--- config.mk ---
export PLATFORM = sky130hd
export DESIGN_NAME = dmem_arbiter
export DESIGN_NICKNAME = d
export VERILOG_FILES = /design/src/rtl/dmem_arbiter.sv
export SDC_FILE = /design/constraint.sdc
export NUM_CORES = 1
export LEC_CHECK = 0
export ABC_AREA = 0
export CAP_MARGIN = 15
export CORE_MARGIN = 2
export CORE_UTILIZATION = 26
export CTS_CLUSTER_DIAMETER = 50
export DETAILED_ROUTE_END_ITERATION = 16
export GPL_ROUTABILITY_DRIVEN = 1
export GPL_TIMING_DRIVEN = 0
export PLACE_DENSITY = 0.82
export SLEW_MARGIN = 20
export SYNTH_ARGS = -nofsm -noshare
export SYNTH_HDL_FRONTEND = slang
export SYNTH_SLANG_ARGS = --single-unit
--- constraint.sdc ---
create_clock -name clock -period 1.3 [get_ports clock]
set_input_delay 0.325 -clock clock [delete_from_list [all_inputs] [get_ports clock]]
set_output_delay 0.325 -clock clock [all_outputs]
set_load 0.01 [all_outputs]
--- src/rtl/dmem_arbiter.sv ---
// rtl/dmem_arbiter.sv - two-requester arbiter for a single-port data RAM
//
// Arbitrates one RAM port between a CPU (read/write) and a video fetcher
// (read-only). Grants are combinational; read data returns one cycle after
// the grant and is steered by a registered owner tag.
//
// Optional feature: define DMEM_ARB_STARVE_GUARD_EN to enable the video
// starvation guard. This forces a video grant after STARVE_MAX consecutive
// denied video-request cycles. Without it, the CPU has strict priority.
//
// Ports:
//   clock, reset               - single clock, synchronous active-high reset
//   cpu_req/we/addr/wdata      - CPU request
//   cpu_gnt, cpu_stall         - CPU accepted / CPU held off this cycle
//   cpu_rdata, cpu_rvalid      - CPU read response
//   vid_req, vid_addr          - video read request
//   vid_gnt                    - video accepted this cycle
//   vid_rdata, vid_rvalid      - video read response
//   mem_wEn, mem_addr,
//   mem_dataIn, mem_dataOut    - RAM port (read data registered, 1-cycle latency)
module dmem_arbiter #(
  parameter int ADDR_W     = 12,
  parameter int DATA_W     = 32,
  parameter int STARVE_MAX = 4
) (
  input  logic              clock,
  input  logic              reset,
  input  logic              cpu_req,
  input  logic              cpu_we,
  input  logic [ADDR_W-1:0] cpu_addr,
  input  logic [DATA_W-1:0] cpu_wdata,
  output logic              cpu_gnt,
  output logic              cpu_stall,
  output logic [DATA_W-1:0] cpu_rdata,
  output logic              cpu_rvalid,
  input  logic              vid_req,
  input  logic [ADDR_W-1:0] vid_addr,
  output logic              vid_gnt,
  output logic [DATA_W-1:0] vid_rdata,
  output logic              vid_rvalid,
  output logic              mem_wEn,
  output logic [ADDR_W-1:0] mem_addr,
  output logic [DATA_W-1:0] mem_dataIn,
  input  logic [DATA_W-1:0] mem_dataOut
);

  typedef enum logic [1:0] {
    IDLE   = 2'd0,
    CPU_RD = 2'd1,
    VID_RD = 2'd2
  } state_t;

  state_t            state_q;
  state_t            state_d;
  logic [ADDR_W-1:0] addr_q;
  logic              vid_prio;

  if (STARVE_MAX < 1) begin : g_bad_starve_max
    $error("STARVE_MAX must be at least 1");
  end

`ifdef DMEM_ARB_STARVE_GUARD_EN
  localparam int CNT_W = $clog2(STARVE_MAX + 1);

  logic [CNT_W-1:0] starve_cnt;

  // Video overrides the CPU only once it has been refused STARVE_MAX times.
  assign vid_prio = (starve_cnt == CNT_W'(STARVE_MAX));

  always_ff @(posedge clock) begin
    if (reset) begin
      starve_cnt <= '0;
    end else if (vid_gnt) begin
      starve_cnt <= '0;
    end else if (vid_req && !vid_prio) begin
      starve_cnt <= starve_cnt + 1'b1;
    end
  end
`else
  assign vid_prio = 1'b0;
`endif

  // Grant selection and next owner tag. Grants are suppressed during reset
  // so no access (and hence no read response) can start while it is held.
  always_comb begin
    cpu_gnt = 1'b0;
    vid_gnt = 1'b0;
    state_d = IDLE;
    if (!reset) begin
      if (cpu_req && !(vid_req && vid_prio)) begin
        cpu_gnt = 1'b1;
      end else if (vid_req) begin
        vid_gnt = 1'b1;
      end
    end
    if (cpu_gnt && !cpu_we) begin
      state_d = CPU_RD;
    end else if (vid_gnt) begin
      state_d = VID_RD;
    end
  end

  always_ff @(posedge clock) begin
    if (reset) begin
      state_q <= IDLE;
      addr_q  <= '0;
    end else begin
      state_q <= state_d;
      addr_q  <= mem_addr;
    end
  end

  // With no grant the RAM address holds, avoiding needless address toggles.
  assign mem_addr   = cpu_gnt ? cpu_addr : (vid_gnt ? vid_addr : addr_q);
  assign mem_wEn    = cpu_gnt & cpu_we;
  assign mem_dataIn = cpu_wdata;
  assign cpu_stall  = cpu_req & ~cpu_gnt;

  // Both consumers see the RAM output; only the strobes are steered.
  assign cpu_rdata  = mem_dataOut;
  assign vid_rdata  = mem_dataOut;
  assign cpu_rvalid = (state_q == CPU_RD);
  assign vid_rvalid = (state_q == VID_RD);

endmodule

==> results.rst, run 1 <==
.. list-table::
   :header-rows: 1

   * - Metric
     - Value
   * - Clock network fraction of design power
     - 18.4%
   * - Violated checks
     - negative setup slack
   * - Via/cell ratio
     - 4.46
   * - Endpoints failing hold
     - 0
   * - Outcome
     - finished, violations left
   * - CTS Root Cell
     - clkbuf_8
   * - DRC violation count after routing
     - 0
   * - Area used by sequential logic in the layout
     - 280 µm²
   * - Die outline height
     - 83.2 µm
   * - Pin count of the biggest net entering global routing
     - 11
   * - Fin worst setup slack
     - -124 ps
   * - Maximum fanout count along the critical path
     - 7
   * - Routed WL per cell
     - 13.8 µm
   * - Total congestion overflow
     - 0
   * - Total number of nets in the final design
     - 452
   * - Antenna-violating nets left
     - 0
   * - CP Launch Type
     - input port
   * - Layout fillers
     - 553
   * - Worst Setup Slack post-DPL
     - -1330 ps
   * - Transition time of the tightest slew-check pin
     - 210 ps
   * - Register bit total from synthesis
     - 14
   * - Peak supply drop
     - 0.404 mV
   * - Routed vias
     - 1926
   * - Max-cap viol count
     - 0
   * - Clock tree from TritonCTS
     - built
   * - Avg Inst Size Synth
     - 7.99 µm²
   * - Register share of total power
     - 24.8%
   * - First-pass iteration count of the detailed router
     - 4
   * - Number of cell rows
     - 28
   * - Power density over the cells
     - 581 nW/µm²
   * - Post-Syn Instances
     - 204
   * - Number of violations reported at the end of detailed-routing iteration 0
     - 47
   * - Share of synthesized area spent on multiplexers
     - 7.37%
   * - Placed cell areas
     - 3160 µm²
   * - Post-synthesis share of cell area spent on xor and xnor gates
     - 0%
   * - Standby leakage power
     - 0.00171 µW
   * - Port buffer count
     - 141
   * - Final weighted congestion of routability-driven global placement
     - 0.751
   * - Maximum clock rate
     - 702 MHz
   * - Kind of critical path
     - in2out
   * - Post-Synth Simple-Gate Area
     - 5.76%
   * - Share of total power consumed by net switching
     - 30.9%
   * - Switch Pwr
     - 617 µW
   * - Post-route minimum period
     - 1420 ps
   * - Clock transition at the registers of the reported paths
     - 60 ps
   * - Worst Path Arrival
     - 1100 ps
   * - Type of element capturing the critical path
     - output port
   * - Combinational Power Share
     - 56.7%
   * - All-layer global routing usage
     - 16.1%
   * - Post-detailed-placement half-perimeter wirelength
     - 4500 µm
   * - Area added between synthesis and finish
     - 111%
   * - DIE AREA
     - 6910 µm²
   * - Ratio of final minimum period to clock period
     - 110%
   * - Source-to-sink clock delay at the later pin of the worst-skew pair
     - 250 ps
   * - Post-synthesis instance area
     - 1630 µm²
   * - Ratio of cells with drive above 1 in the final layout
     - 47.9%
   * - Post-Synthesis Net Count
     - 297
   * - # diodes
     - 0
   * - Total non-filler cell area in the finished layout
     - 3440 µm²
   * - Clock sinks
     - 14
   * - Area of combinational cells with multiple inputs
     - 757 µm²
   * - Internal portion of total power
     - 1380 µW
   * - Share of the yosys chip area belonging to registers
     - 17.2%
   * - Number of buffers added by the clock tree synthesis step
     - 3
   * - Commonest non-fill, non-tap cells in the layout
     - 103 x buf_4, 96 x clkdlybuf4s50_1, 24 x dlygate4sd2_1, 16 x buf_2, 14 x dfxtp_1
   * - Commonest non-fill, non-tap cell in the layout
     - buf_4
   * - H-tree Lvls
     - 1
   * - Fraction of the mapped netlist area in compound gates
     - 20.3%
   * - Setup violators final
     - 12
   * - Die extent in x
     - 83.2 µm
   * - Adder-cell share of the synthesized area
     - 0%
   * - Fin. max-slew vios
     - 0
   * - Clock Tree Buf Depth
     - 2
   * - Core box area
     - 5990 µm²
   * - Dominant combinational cell family by area after synthesis
     - buffers and inverters
   * - Hold Buf Count CTS
     - 0
   * - Synthesis Warnings
     - 0
   * - Setup repair after global routing missed its margin
     - yes
   * - Data required, critical path
     - 980 ps
   * - Layout Skew
     - 0 ps
   * - Antenna violations before repair
     - 0
   * - Tightest Hold Check Type
     - in2reg
   * - First-pass GRT wire length
     - 9430 µm
   * - Number of distinct standard cells referenced by the synthesized netlist
     - 18
   * - I/O pin cnt
     - 207
   * - Initial standard-cell utilization of the core
     - 27.2%
   * - Slew HR
     - 86.0%
   * - Vias in the first global route
     - 1960
   * - Total routed wirelength
     - 5980 µm
-- metal layers --
layer  vias up  GRT usage [%]  wire (µm)
met5         -              0          0
met4         0           3.28         61
met2       120           32.1       3220
met3         6           4.17        614
li1        914              -          -
met1       886           16.7       2080
-- cell families (layout without fill, tap and decap cells) --
group	after synthesis	in the layout
buffers and inverters	109	262
AO/OA/AOI/OAI	48	48
AND/OR/NAND/NOR	21	21
flip-flops	14	14
multiplexers	12	12
-- synth_stat cells --
cell type   n  area [µm²]
mux2i_1    12         120
buf_8       1        15.0
buf_4      97         728
inv_1       1        3.75
nand2b_2    1        8.76
buf_6       2        22.5
dfxtp_1    14         280
a21oi_1    12        60.1
nand2_1    12        45.0
and3_1      1        6.26
o22ai_1    24         150
nor2b_1     2        12.5
nor2_1      4        15.0
nand2b_1    1        6.26
o211a_1    12         120
inv_2       2        7.51
clkbuf_1    2        7.51
buf_2       4        20.0
-- state kept, by name, summed over array words and instances, names as in the netlist --
| name | count |
|---|---|
| addr_q | 12 |
| state_q | 2 |
-- critical path, stage by stage --
cell and delay [ps]:
buf_12 120, nand2b_4 110, buf_6 140, o22ai_2 60, a21oi_1 170, buf_4 160
-- final timing paths --
kind,startpoint,to,slack [ps],cells past startpoint
hold reg to reg,addr_q[7],addr_q[7],670,3
setup reg to reg,addr_q[0],addr_q[0],480,3
setup / recovery,vid_req,mem_addr[0],-120,6
hold / removal,cpu_req,state_q[1],280,2
-- stage by stage --
| step | total power, µW | hold slack (ps) | std cells | setup TNS [ps] | utilization [%] |
|---|---|---|---|---|---|
| 2_1_floorplan | 1020 | 397 | 204 | -5.99 | - |
| 3_3_place_gp | 1540 | 604 | 420 | -23560 | 52.7 |
| 3_5_place_dp | 1560 | 620 | 420 | -23440 | 52.7 |
| 4_1_cts | 1970 | 315 | 432 | -949 | 56.4 |
| 5_1_grt | 2090 | 299 | 432 | -1490 | 57.4 |
| 6_report | 2000 | 284 | 432 | -998 | 57.4 |
-- power groups by stage --
stage | registers [µW] | clock network (µW) | logic (µW)
2_1_floorplan | 486 | 0 | 534
4_1_cts | 491 | 364 | 1110
6_report | 496 | 368 | 1130
3_3_place_gp | 488 | 0 | 1060
5_1_grt | 500 | 385 | 1210
3_5_place_dp | 490 | 0 | 1070
-- final cells by class --
class                   count  share of cell area, %
clock buffers               3                   1.20
well taps                  75                   2.73
plain buffers             106                   24.8
multi-input cells          81                   22.0
repair buffers            150                   40.8
inverters                   3                  0.328
flip-flops and latches     14                   8.15
-- timing repair --
| action | CTS | global route |
|---|---|---|
| setup endpoints to repair | 30 | 17 |
| gates resized for setup | 143 | 18 |
| pin swaps | 24 | 5 |
| buffers inserted | 7 | 0 |
| cloned | 2 | 0 |
No activity file was read; power rests on OpenSTA's default activity.
==> run 2: changes to the inputs <==
CORE_MARGIN = 3   (was 2)
==> run 2 against run 1 <==
The run still ends with negative setup slack left. First-iteration DRC count is 53% lower. Non-clock buffer count stayed put. Worst hold slack better by 2.0 ps. Clock skew stayed put. Critical path depth stayed put. Clock-buffer cell count stayed put. Fmax is 0.75% higher. Core utilization is 0.63 points higher. Wire length is 3.4% higher. Global-route usage is 0.33 points lower. Sequential share of layout area is 0.088 points lower. Critical endpoint is now mem_addr[4]. Highest routed layer unchanged.
==> results.rst, run 2 (synthesis results as in run 1) <==
.. list-table::
   :header-rows: 1

   * - Metric
     - Value
   * - Critical-path cell list
     - buf_8 > nand2b_4 > buf_8 > o22ai_4 > a21oi_2 > buf_2 (was buf_12 > nand2b_4 > buf_6 > o22ai_2 > a21oi_1 > buf_4)
   * - Power density over the cells
     - 578 nW/µm² (was 581 nW/µm²)
   * - Post-route minimum period
     - 1410 ps (was 1420 ps)
   * - First-pass iteration count of the detailed router
     - 4 (unchanged)
   * - Commonest non-fill, non-tap cells in the layout
     - 99 x buf_4, 96 x clkdlybuf4s50_1, 25 x dlygate4sd2_1, 17 x buf_2, 14 x dfxtp_1 (was 103 x buf_4, 96 x clkdlybuf4s50_1, 24 x dlygate4sd2_1, 16 x buf_2, 14 x dfxtp_1)
   * - Internal portion of total power
     - 1390 µW (was 1380 µW)
   * - Placed cell areas
     - 3160 µm² (unchanged)
   * - Vias in the first global route
     - 2037 (was 1960)
   * - Setup repair after global routing missed its margin
     - yes (unchanged)
   * - Via/cell ratio
     - 4.49 (was 4.46)
   * - I/O pin cnt
     - 207 (unchanged)
   * - H-tree Lvls
     - 1 (unchanged)
   * - Antenna-violating nets left
     - 0 (unchanged)
   * - Max-cap viol count
     - 0 (unchanged)
   * - CTS Root Cell
     - clkbuf_8 (unchanged)
   * - Total number of nets in the final design
     - 452 (unchanged)
   * - Fin. max-slew vios
     - 0 (unchanged)
   * - Clock network fraction of design power
     - 18.2% (was 18.4%)
   * - Cell with the largest stage delay on the worst path
     - nand2b_4 (was a21oi_1)
   * - Core box area
     - 5990 µm² (unchanged)
   * - Initial standard-cell utilization of the core
     - 27.2% (unchanged)
   * - Flip-flop count of the largest register, all copies and words added
     - 12 (unchanged)
   * - Pin count of the biggest net entering global routing
     - 11 (unchanged)
   * - # diodes
     - 0 (unchanged)
   * - Registers with the most flip-flops
     - addr_q (12), state_q (2) (unchanged)
   * - Maximum fanout count along the critical path
     - 5 (was 7)
   * - DIE AREA
     - 7250 µm² (was 6910 µm²)
   * - Most frequent cell on the critical path
     - buf_8
   * - Number of violations reported at the end of detailed-routing iteration 0
     - 22 (was 47)
   * - Type of element capturing the critical path
     - output port (unchanged)
   * - Total routed wirelength
     - 6190 µm (was 5980 µm)
   * - CP Launch Type
     - input port (unchanged)
   * - Outcome
     - finished, violations left (unchanged)
   * - Slack of the worst reg-to-reg path
     - 460 ps (was 480 ps)
   * - Tightest Hold Check Type
     - in2reg (unchanged)
   * - Endpoints failing hold
     - 0 (unchanged)
   * - Data required, critical path
     - 980 ps (about the same)
   * - Switch Pwr
     - 621 µW (was 617 µW)
   * - Routed vias
     - 1941 (was 1926)
   * - Layout fillers
     - 532 (was 553)
   * - Source-to-sink clock delay at the later pin of the worst-skew pair
     - 240 ps (was 250 ps)
   * - Routed WL per cell
     - 14.3 µm (was 13.8 µm)
   * - Combinational Power Share
     - 57.1% (was 56.7%)
   * - Peak supply drop
     - 0.506 mV (was 0.404 mV)
   * - Slew HR
     - 84.9% (was 86.0%)
   * - Clock tree from TritonCTS
     - built (unchanged)
   * - Standby leakage power
     - 0.00171 µW (about the same)
   * - Total non-filler cell area in the finished layout
     - 3480 µm² (was 3440 µm²)
   * - Die outline height
     - 85.2 µm (was 83.2 µm)
   * - Clock Tree Buf Depth
     - 2 (unchanged)
   * - Violated checks
     - negative setup slack (unchanged)
   * - Number of buffers added by the clock tree synthesis step
     - 3 (unchanged)
   * - Total congestion overflow
     - 0 (unchanged)
   * - Worst Path Arrival
     - 1090 ps (was 1100 ps)
   * - Clock sinks
     - 14 (unchanged)
   * - Ratio of cells with drive above 1 in the final layout
     - 48.2% (was 47.9%)
   * - Area used by sequential logic in the layout
     - 280 µm² (unchanged)
   * - First-pass GRT wire length
     - 9530 µm (was 9430 µm)
   * - Post-detailed-placement half-perimeter wirelength
     - 4740 µm (was 4500 µm)
   * - Final weighted congestion of routability-driven global placement
     - 0.769 (was 0.751)
   * - Number of cell rows
     - 28 (unchanged)
   * - Ratio of final minimum period to clock period
     - 109% (was 110%)
   * - Transition time of the tightest slew-check pin
     - 226 ps (was 210 ps)
   * - Commonest non-fill, non-tap cell in the layout
     - buf_4 (unchanged)
   * - Area added between synthesis and finish
     - 113% (was 111%)
   * - Kind of critical path
     - in2out (unchanged)
   * - Setup violators final
     - 12 (unchanged)
   * - Clock transition at the registers of the reported paths
     - 60 ps (about the same)
   * - Stage delay of the slowest cell on the critical path
     - 170 ps (about the same)
   * - Register share of total power
     - 24.7% (was 24.8%)
   * - Port buffer count
     - 141 (unchanged)
   * - All-layer global routing usage
     - 15.8% (was 16.1%)
   * - Antenna violations before repair
     - 0 (unchanged)
   * - Register with the most flip-flops
     - addr_q (unchanged)
   * - Fin worst setup slack
     - -113 ps (was -124 ps)
   * - Layout Skew
     - 0 ps (unchanged)
   * - DRC violation count after routing
     - 0 (unchanged)
   * - Die extent in x
     - 85.2 µm (was 83.2 µm)
   * - Maximum clock rate
     - 708 MHz (was 702 MHz)
   * - Area of combinational cells with multiple inputs
     - 774 µm² (was 757 µm²)
   * - Hold WS
     - 286 ps (was 284 ps)
   * - Share of total power consumed by net switching
     - 30.9% (about the same)
-- run 2: repair_timing --
action / CTS / global route
pin swaps: 24 / 2
hold endpoints to repair: 0 / 0
hold buffers: 0 / 0
setup buffers: 7 / 0
cloned: 2 / 0
resized for setup: 150 / 15
endpoints found under the setup margin: 30 / 16
-- run 2: metal layers --
| metal | up-vias | track usage [%] | wire, µm |
|---|---|---|---|
| li1 | 916 | - | - |
| met1 | 886 | 15.3 | 1890 |
| met2 | 129 | 32.1 | 3540 |
| met3 | 10 | 3.88 | 649 |
| met4 | 0 | 4.75 | 110 |
| met5 | - | 0 | 0 |
-- run 2: through the flow --
stage	util (%)	worst slack [ps]	instances	total power [µW]	setup TNS (ps)
global placement	52.7	-1290	420	1540	-22630
floorplan	-	-3.00	204	1020	-5.99
global route	58.0	-152	432	2110	-1490
detailed placement	52.7	-1290	420	1560	-22340
finish	58.0	-113	432	2010	-1000
CTS	57.1	-98.6	432	1980	-930
-- run 2: area by class of cell --
cell class / instances / share of cell area [%]
flip-flops and latches: 14 / 8.06
repair buffers: 150 / 41.0
multi-input cells: 81 / 22.3
clock buffers: 3 / 1.19
well taps: 75 / 2.70
inverters: 3 / 0.324
plain buffers: 106 / 24.4
-- run 2: path summary, 6_finish.rpt --
path	cells past startpoint	from	end
hold / removal	2	cpu_req	state_q[1]
hold reg to reg	3	addr_q[8]	addr_q[8]
setup reg to reg	3	addr_q[7]	addr_q[7]
setup / recovery	6	reset	mem_addr[4]
-- run 2: power by group through the flow --
stage               Combinational (µW)  Sequential, µW  Clock (µW)
floorplan                          534             486           0
global placement                  1060             488           0
detailed placement                1070             491           0
CTS                               1120             492         363
global route                      1220             502         395
finish                            1150             497         365
-- run 2: critical path: cells and delay by family --
kind	cells	cell delay (ps)
and+or+nand+nor	1	170
buffers and inverters	3	400
AOI/OAI and AO/OA	2	190
